File: src/rtl/uart_pkg.sv
// -----------------------------------------------------------------------------
// uart_pkg
// Shared definitions for the UART transmit path:
//   - uart_state_e : frame sequencer state encoding
//   - default baud / frame constants used as parameter defaults
//   - uart_parity(): parity of a payload byte, even or odd sense
// -----------------------------------------------------------------------------
package uart_pkg;

  typedef enum logic [2:0] {
    ST_IDLE   = 3'd0,
    ST_START  = 3'd1,
    ST_DATA   = 3'd2,
    ST_PARITY = 3'd3,
    ST_STOP   = 3'd4
  } uart_state_e;

  localparam int UART_MAX_DATA_BITS    = 8;
  localparam int UART_DEF_CLKS_PER_BIT = 16;
  localparam int UART_DEF_DATA_BITS    = 8;
  localparam int UART_DEF_STOP_BITS    = 1;

  // Parity bit to transmit: XOR of the payload, inverted for odd parity.
  // Callers zero-extend narrower payloads, which leaves the XOR unchanged.
  function automatic logic uart_parity(input logic [UART_MAX_DATA_BITS-1:0] data,
                                       input logic                          odd);
    return (^data) ^ odd;
  endfunction

endpackage

File: src/rtl/uart_tx_shift_reg.sv
// -----------------------------------------------------------------------------
// uart_tx_shift_reg
// Parallel-in / serial-out register feeding the UART line, LSB first.
// Ports:
//   clk   in  clock, rising edge
//   rst   in  synchronous active-high reset, clears the register
//   load  in  capture din (wins over shift)
//   shift in  right shift by one, zero fill from the MSB
//   din   in  [WIDTH] parallel data
//   sout  out current bit 0
// -----------------------------------------------------------------------------
module uart_tx_shift_reg #(
  parameter int WIDTH = 8
) (
  input  logic             clk,
  input  logic             rst,
  input  logic             load,
  input  logic             shift,
  input  logic [WIDTH-1:0] din,
  output logic             sout
);

  logic [WIDTH-1:0] shreg_r;

  // Shift register: load has priority, shift moves toward bit 0, else hold.
  always_ff @(posedge clk) begin
    if (rst) begin
      shreg_r <= {WIDTH{1'b0}};
    end else if (load) begin
      shreg_r <= din;
    end else if (shift) begin
      shreg_r <= {1'b0, shreg_r[WIDTH-1:1]};
    end else begin
      shreg_r <= shreg_r;
    end
  end

  assign sout = shreg_r[0];

endmodule

File: src/rtl/uart_tx_ctrl.sv
// -----------------------------------------------------------------------------
// uart_tx_ctrl
// UART transmit sequencer: takes one byte per valid/ready handshake and sends
// start / data (LSB first) / optional parity / stop bits, CLKS_PER_BIT clocks
// per bit, on a registered line that idles high.
// Ports:
//   clk       in  clock, rising edge
//   rst       in  synchronous active-high reset; aborts a frame without tx_done
//   tx_valid  in  byte offered on tx_data
//   tx_data   in  [DATA_BITS] byte, sampled only on handshake
//   tx_ready  out !tx_busy && !rst
//   tx_serial out registered serial line
//   tx_busy   out frame in progress
//   tx_done   out one-clock pulse in the last clock of the last stop bit
// -----------------------------------------------------------------------------
module uart_tx_ctrl
  import uart_pkg::*;
#(
  parameter int CLKS_PER_BIT = UART_DEF_CLKS_PER_BIT,
  parameter int DATA_BITS    = UART_DEF_DATA_BITS,
  parameter int PARITY_EN    = 0,
  parameter int PARITY_ODD   = 0,
  parameter int STOP_BITS    = UART_DEF_STOP_BITS
) (
  input  logic                 clk,
  input  logic                 rst,
  input  logic                 tx_valid,
  input  logic [DATA_BITS-1:0] tx_data,
  output logic                 tx_ready,
  output logic                 tx_serial,
  output logic                 tx_busy,
  output logic                 tx_done
);

  localparam int                BAUD_W    = $clog2(CLKS_PER_BIT);
  localparam int                BIT_W     = $clog2(DATA_BITS);
  localparam logic [BAUD_W-1:0] BAUD_LAST = BAUD_W'(CLKS_PER_BIT - 1);
  localparam logic [BIT_W-1:0]  BIT_LAST  = BIT_W'(DATA_BITS - 1);
  localparam logic              STOP_LAST = (STOP_BITS == 2);
  localparam logic              PAR_ODD   = (PARITY_ODD != 0);

  if (CLKS_PER_BIT < 2) begin : g_bad_clks_per_bit
    $error("uart_tx_ctrl: CLKS_PER_BIT must be >= 2");
  end
  if ((DATA_BITS < 5) || (DATA_BITS > UART_MAX_DATA_BITS)) begin : g_bad_data_bits
    $error("uart_tx_ctrl: DATA_BITS must be 5..8");
  end
  if ((STOP_BITS != 1) && (STOP_BITS != 2)) begin : g_bad_stop_bits
    $error("uart_tx_ctrl: STOP_BITS must be 1 or 2");
  end

  uart_state_e                   state_r, state_next_s;
  logic [BAUD_W-1:0]             baud_cnt_r, baud_next_s;
  logic [BIT_W-1:0]              bit_cnt_r, bit_next_s;
  logic                          stop_cnt_r, stop_next_s;
  logic                          parity_r, parity_next_s;
  logic                          tx_serial_r, serial_next_s;
  logic                          tx_busy_r, tx_done_r, done_next_s;
  logic                          bit_end_s, handshake_s;
  logic                          piso_load_s, piso_shift_s, piso_sout_s;
  logic [UART_MAX_DATA_BITS-1:0] data_ext_s;

  assign tx_ready    = !tx_busy_r && !rst;
  assign handshake_s = tx_valid && tx_ready;
  assign bit_end_s   = (baud_cnt_r == BAUD_LAST);
  assign tx_serial   = tx_serial_r;
  assign tx_busy     = tx_busy_r;
  assign tx_done     = tx_done_r;

  // Zero-extend the payload for the parity helper.
  always_comb begin
    data_ext_s                = {UART_MAX_DATA_BITS{1'b0}};
    data_ext_s[DATA_BITS-1:0] = tx_data;
  end

  // Next-state, counters and next line value. The shifter runs one bit ahead
  // of the line: it also shifts at the end of START, so sout always holds the
  // bit that goes out at the next bit boundary and can be registered there.
  always_comb begin
    state_next_s  = state_r;
    bit_next_s    = bit_cnt_r;
    stop_next_s   = stop_cnt_r;
    parity_next_s = parity_r;
    serial_next_s = tx_serial_r;
    piso_load_s   = 1'b0;
    piso_shift_s  = 1'b0;

    if ((state_r == ST_IDLE) || bit_end_s) begin
      baud_next_s = {BAUD_W{1'b0}};
    end else begin
      baud_next_s = baud_cnt_r + BAUD_W'(1);
    end

    case (state_r)
      ST_IDLE: begin
        if (handshake_s) begin
          state_next_s  = ST_START;
          serial_next_s = 1'b0;
          piso_load_s   = 1'b1;
          parity_next_s = uart_parity(data_ext_s, PAR_ODD);
        end else begin
          serial_next_s = 1'b1;
        end
      end
      ST_START: begin
        if (bit_end_s) begin
          state_next_s  = ST_DATA;
          serial_next_s = piso_sout_s;
          piso_shift_s  = 1'b1;
        end else begin
          state_next_s  = ST_START;
        end
      end
      ST_DATA: begin
        if (bit_end_s && (bit_cnt_r == BIT_LAST)) begin
          bit_next_s = {BIT_W{1'b0}};
          if (PARITY_EN != 0) begin
            state_next_s  = ST_PARITY;
            serial_next_s = parity_r;
          end else begin
            state_next_s  = ST_STOP;
            serial_next_s = 1'b1;
          end
        end else if (bit_end_s) begin
          bit_next_s    = bit_cnt_r + BIT_W'(1);
          serial_next_s = piso_sout_s;
          piso_shift_s  = 1'b1;
        end else begin
          state_next_s  = ST_DATA;
        end
      end
      ST_PARITY: begin
        if (bit_end_s) begin
          state_next_s  = ST_STOP;
          serial_next_s = 1'b1;
        end else begin
          state_next_s  = ST_PARITY;
        end
      end
      ST_STOP: begin
        serial_next_s = 1'b1;
        if (bit_end_s && (stop_cnt_r == STOP_LAST)) begin
          state_next_s = ST_IDLE;
          stop_next_s  = 1'b0;
        end else if (bit_end_s) begin
          stop_next_s  = 1'b1;
        end else begin
          state_next_s = ST_STOP;
        end
      end
      default: begin
        state_next_s  = ST_IDLE;
        baud_next_s   = {BAUD_W{1'b0}};
        bit_next_s    = {BIT_W{1'b0}};
        stop_next_s   = 1'b0;
        serial_next_s = 1'b1;
      end
    endcase

    // tx_done is registered, so it is raised when the coming clock is the last one.
    done_next_s = (state_next_s == ST_STOP) && (baud_next_s == BAUD_LAST) &&
                  (stop_next_s == STOP_LAST);
  end

  // State, counter and output registers.
  always_ff @(posedge clk) begin
    if (rst) begin
      state_r     <= ST_IDLE;
      baud_cnt_r  <= {BAUD_W{1'b0}};
      bit_cnt_r   <= {BIT_W{1'b0}};
      stop_cnt_r  <= 1'b0;
      parity_r    <= 1'b0;
      tx_serial_r <= 1'b1;
      tx_busy_r   <= 1'b0;
      tx_done_r   <= 1'b0;
    end else begin
      state_r     <= state_next_s;
      baud_cnt_r  <= baud_next_s;
      bit_cnt_r   <= bit_next_s;
      stop_cnt_r  <= stop_next_s;
      parity_r    <= parity_next_s;
      tx_serial_r <= serial_next_s;
      tx_busy_r   <= (state_next_s != ST_IDLE);
      tx_done_r   <= done_next_s;
    end
  end

  uart_tx_shift_reg #(
    .WIDTH(DATA_BITS)
  ) u_shift (
    .clk  (clk),
    .rst  (rst),
    .load (piso_load_s),
    .shift(piso_shift_s),
    .din  (tx_data),
    .sout (piso_sout_s)
  );

endmodule

File: config.mk
export PLATFORM = sky130hd
export DESIGN_NAME = uart_tx_ctrl
export DESIGN_NICKNAME = d
export VERILOG_FILES = /design/src/rtl/uart_pkg.sv /design/src/rtl/uart_tx_shift_reg.sv /design/src/rtl/uart_tx_ctrl.sv
export SDC_FILE = /design/constraint.sdc
export NUM_CORES = 1
export LEC_CHECK = 0
export CAP_MARGIN = 15
export CORE_MARGIN = 2
export CORE_UTILIZATION = 57
export CTS_CLUSTER_SIZE = 12
export DETAILED_ROUTE_END_ITERATION = 6
export PLACE_DENSITY = 0.8
export SETUP_SLACK_MARGIN = 0.15
export SYNTH_ARGS = -nofsm -noshare
export SYNTH_HDL_FRONTEND = slang
export SYNTH_HIERARCHICAL = 1
export SYNTH_SLANG_ARGS = --single-unit
File: constraint.sdc
create_clock -name clk -period 3.85 [get_ports clk]
set_clock_uncertainty 0.05 [all_clocks]
set_input_delay 0.77 -clock clk [delete_from_list [all_inputs] [get_ports clk]]
set_output_delay 0.77 -clock clk [all_outputs]
set_load 0.05 [all_outputs]
* Yosys cells after proc, flatten, opt, wreduce, memory -nomap -nowiden
Cells that the tools add are included. Widths: inputs -> output; s select.
Operators by class: mux-type cells 28, reduce and logical (&&, ||, !) cells 16, add/sub/neg operators 2, eq/ne operators 10, bitwise gates (word level) 3
Operator list (count):
- $mux 3 | 8
- $mux 8 | 2
- $pmux 3 s5 | 1
- $mux 1 | 10
- $eq 3x3->1 const B | 3
- $eq 4x4->1 const B | 2
- $mux 4 | 2
- $reduce_or 4->1 | 2
- $eq 3x2->1 const B | 2
- $logic_and 1x1->1 | 6
- $pmux 3 s2 | 1
- $reduce_or 5->1 | 1
- $add 4x1->4 const B | 1
- $pmux 1 s2 | 2
- $pmux 1 s4 | 1
- $add 3x1->3 const B | 1
- $eq 3x1->1 const B | 1
- $logic_not 3->1 | 1
- $ne 3x3->1 const B | 1
- $not 1->1 | 3
- $reduce_bool 3->1 | 1
- $logic_not 1->1 | 2
- $mux 2 | 1
- $ne 2x2->1 const B | 1
- 3 further kinds | 3
Word-level totals: word-level logic and storage cells 67, flip-flop bits (word level) 22, output and inout bits 4, input port bits 11

* Logic depth before layout (Yosys ltp)
word-level depth 8, mapped depth 8, depth with buffers taken out 7

* Modules after synthesis
The synthesis kept the hierarchy.
By module, submodules not included:
- uart_tx_ctrl | times used 1, cells an instance 84, sequential area each 280.3 sq um, area each 778.2 sq um
- uart_tx_shift_reg | times used 1, cells an instance 35, sequential area each 160.2 sq um, area each 369.1 sq um

* Worst setup path after synthesis
Ideal clock, no wire load.
path kind input -> output, from in rst, to out tx_ready, data required time 3.030 ns, arrival time 1.632 ns, path slack 1.398 ns, path buffers 1, stages 2, path through clkbuf_1 nor2_1
Between the ends: longest elaborated chain between the ends 2
Ends and longest elaborated chain:
- start: declaration | RTL line uart_tx_ctrl.sv:26 | input logic rst,
- $logic_not 1->1 | RTL line uart_tx_ctrl.sv:63 | assign tx_ready = !tx_busy_r && !rst;
- $logic_and 1x1->1 | RTL line uart_tx_ctrl.sv:63
- end: declaration | RTL line uart_tx_ctrl.sv:29 | output logic tx_ready,
Every way passes these cells.

* Worst setup path in the final report
Same ends and word-level chain as after synthesis.

==> impl_metrics.yaml <==
outcome:
  run_status: "finished, final reports clean"
timing:
  tightest_slew_ns: 0.539
  slew_viol_final: 0
  hold_viol: 0
  rsz0062_at_grt: "no"
  tns_ns: 0
  holdWs_ns: 0.426
  min_period_ns: 2.98
  fin_ws_ns: 0.874
  slew-limit-headroom_pct: 64.0
  setup_viol: 0
  layout_worst_path_cycle_share_pct: 77.3
  max_freq_mhz: 336
global_route:
  first_global_vias: 892
  groute.usage.overall_pct: 20.4
  antenna_found_initial: 0
  grt_pass1_wl_um: 3860
  grt_overflow: 0
  grt_max_degree: 20
final_layout:
  area_delta_synth_final_pct: 14.4
  drive_gt1_share_pct: 13.7
  final_cell_mix: "dfxtp_1, clkdlybuf4s50_1, nor2_1, mux2i_1, nor2b_1"
  fin_util_pct: 68.3
  fill_cells: 169
  stdcell_area_sq_um: 1310
  layout.nets: 146
  final_common_cell: "dfxtp_1"
  diodes: 0
  finalNonFillerCells: 158
detailed_routing:
  drc: 0
  firstDrtPassIters: 4
  vias: 886
  viasPerCell: 5.61
  wl_um: 2140
  wl_per_cell_um: 13.6
  drt_iter0_drc: 13
  antenna_left: 0
power_and_ir_drop:
  sw_frac_of_total_pct: 24.5
  power.total_mw: 0.434
  ir_worst_vdd_v: 0.000260
  p_sw_mw: 0.106
  power_frac_seq_pct: 57.2
  pwr-share-comb_pct: 14.7
  intPower_mw: 0.328
  pwr-share-clk_pct: 28.1
  p_leak_nw: 0.463
  cellPowerDensity_nw_per_um2: 331
worst_setup_path:
  critical_path.reg2reg.startpoint: "state_r[0]"
  cpMaxStageDelayCell: "clkdlybuf4s50_1"
  cp_slowest_stage_delay_ns: 0.81
  worst_r2r_path_depth: 5
  ff2ff_setup_slack_ns: 2.00
  worstPathMaxFanout: 2
  worstSetupPathType: "in -> out"
  crit_family: "buffers and inverters"
  cp_num_buf_inv: 2
  crit_chain: "clkdlybuf4s50_1 -> nor2_1 -> clkdlybuf4s50_1"
  crit_start: "rst"
  worstPathArrival_ns: 2.16
  endpoint_kind: "output port"
  cp-start-kind: "input pin"
  reg2reg_to: "u_shift/shreg_r[5]"
  cpMostUsedCell: "clkdlybuf4s50_1"
  cp.required_ns: 3.03
clocking:
  post_cts_buffers: 0
  clk_latency_ns: 0.30
  cts_sinks: 22
  cts_htree_levels: 1
  hold_buffers: 0
  cts-buffers-inserted: 3
  cts_root_buffer: "clkbuf_4"
  cts_tree: "yes"
  clk_pin_slew_ns: 0.11
  ctsResizeCount: 0
  cts.path.max_buffers: 2
placement:
  dp_slack_ns: 0.896
  gp_congestion: 0.809
  dp_hpwl_um: 1560
  post_dp_cell_area_sq_um: 1280
  io_buffers: 14
  dp_cells: 154
synthesis:
  yosysSeqAreaShare_pct: 38.4
  synth_edf_count: 0
  ys_warn_count: 6
  avgSynthCellArea_sq_um: 9.64
  syn_area_sq_um: 1150
  netlist_instances: 119
  synth_cell_types: 43
  synth_seq_cells: 22
  synth.largest_area_cell: "dfxtp_1"
  synth_area_leaders: "dfxtp_1, mux2i_1, a211oi_1"
  synth-async-reset-ratio_pct: 0
  synthesis.nets: 133
  synth_top_area_share_pct: 38.4
  ys.flop_type: "dfxtp_1"
floorplan:
  coreArea_sq_um: 1920
  initial_core_util_pct: 59.7
  num_io_pins: 15
  rows: 16
  die-area_sq_um: 2390
  die-width_um: 48.9
  die_h_um: 48.9
worst_hold_path:
  hp-class: "reg -> reg"
  hold_start: "baud_cnt_r[0]"
  whs_endpoint: "baud_cnt_r[0]"
  hold_depth: 1
run:
  cap_violations: 0
-- cell families after synthesis --
logic type / count (synthesis) / synth area share (%)
and+or+nand+nor: 46 / 26.7
AOI/OAI and AO/OA: 22 / 14.5
buffers and inverters: 15 / 7.85
muxes: 8 / 6.98
DFF: 22 / 38.4
adders and majority gates: 3 / 3.27
xor gates and xnor gates: 3 / 2.29
-- layout make-up --
class | instances | area, sq um | share of cell area [%]
tap | 27 | 33.8 | 2.57
clock buffer | 4 | 36.3 | 2.76
inverter | 6 | 22.5 | 1.72
sequential | 22 | 440 | 33.6
timing repair buffer | 17 | 163 | 12.4
multi-input combinational | 82 | 617 | 47.0
-- worst register-to-register path, cell delays in order, from the launching register on --
cell and delay, ns:
dfxtp_1 0.50, or4b_4 0.60, nor2_1 0.10, buf_4 0.16
inv_1 0.13, a211oi_1 0.23
-- worst max-delay path by stage --
stage | slack (ns) | end | cells past startpoint
CTS | 0.88 | tx_ready | 3
detailed placement | 0.90 | tx_ready | 3
floorplan | 1.40 | tx_ready | 2
finish | 0.87 | tx_ready | 3
global placement | 0.87 | tx_ready | 3
global route | 0.82 | tx_ready | 3
-- power by group through the flow --
stage | Combinational [mW] | Sequential [mW] | Clock (mW)
2_1_floorplan | 0.0375 | 0.255 | 0
3_3_place_gp | 0.0627 | 0.253 | 0
3_5_place_dp | 0.0638 | 0.254 | 0
4_1_cts | 0.0644 | 0.248 | 0.126
5_1_grt | 0.0697 | 0.250 | 0.138
6_report | 0.0638 | 0.248 | 0.122
-- flip-flops by register name, indices dropped and copies added (netlist names) --
register / cells
u_shift/shreg_r: 8
stop_cnt_r: 1
tx_busy: 1
bit_cnt_r: 3
baud_cnt_r: 4
tx_done: 1
state_r: 3
tx_serial: 1
-- routing by layer --
metal	part of all wire, %	GRT usage, %	vias up
met1	49	27.5	409
li1	-	-	456
met5	0	0	-
met2	47	32.9	17
met3	3.7	4.29	4
met4	1.1	5.71	0
-- Yosys cell counts (all sizes together) (3+ instances only) --
| master | number |
|---|---|
| nor2b | 8 |
| nand3 | 5 |
| buf | 7 |
| nand4b | 3 |
| dfxtp | 22 |
| inv | 6 |
| nor3b | 3 |
| a211oi | 7 |
| nor2 | 10 |
| mux2i | 8 |
| ha | 3 |
Power figures use the tool's default switching activity.
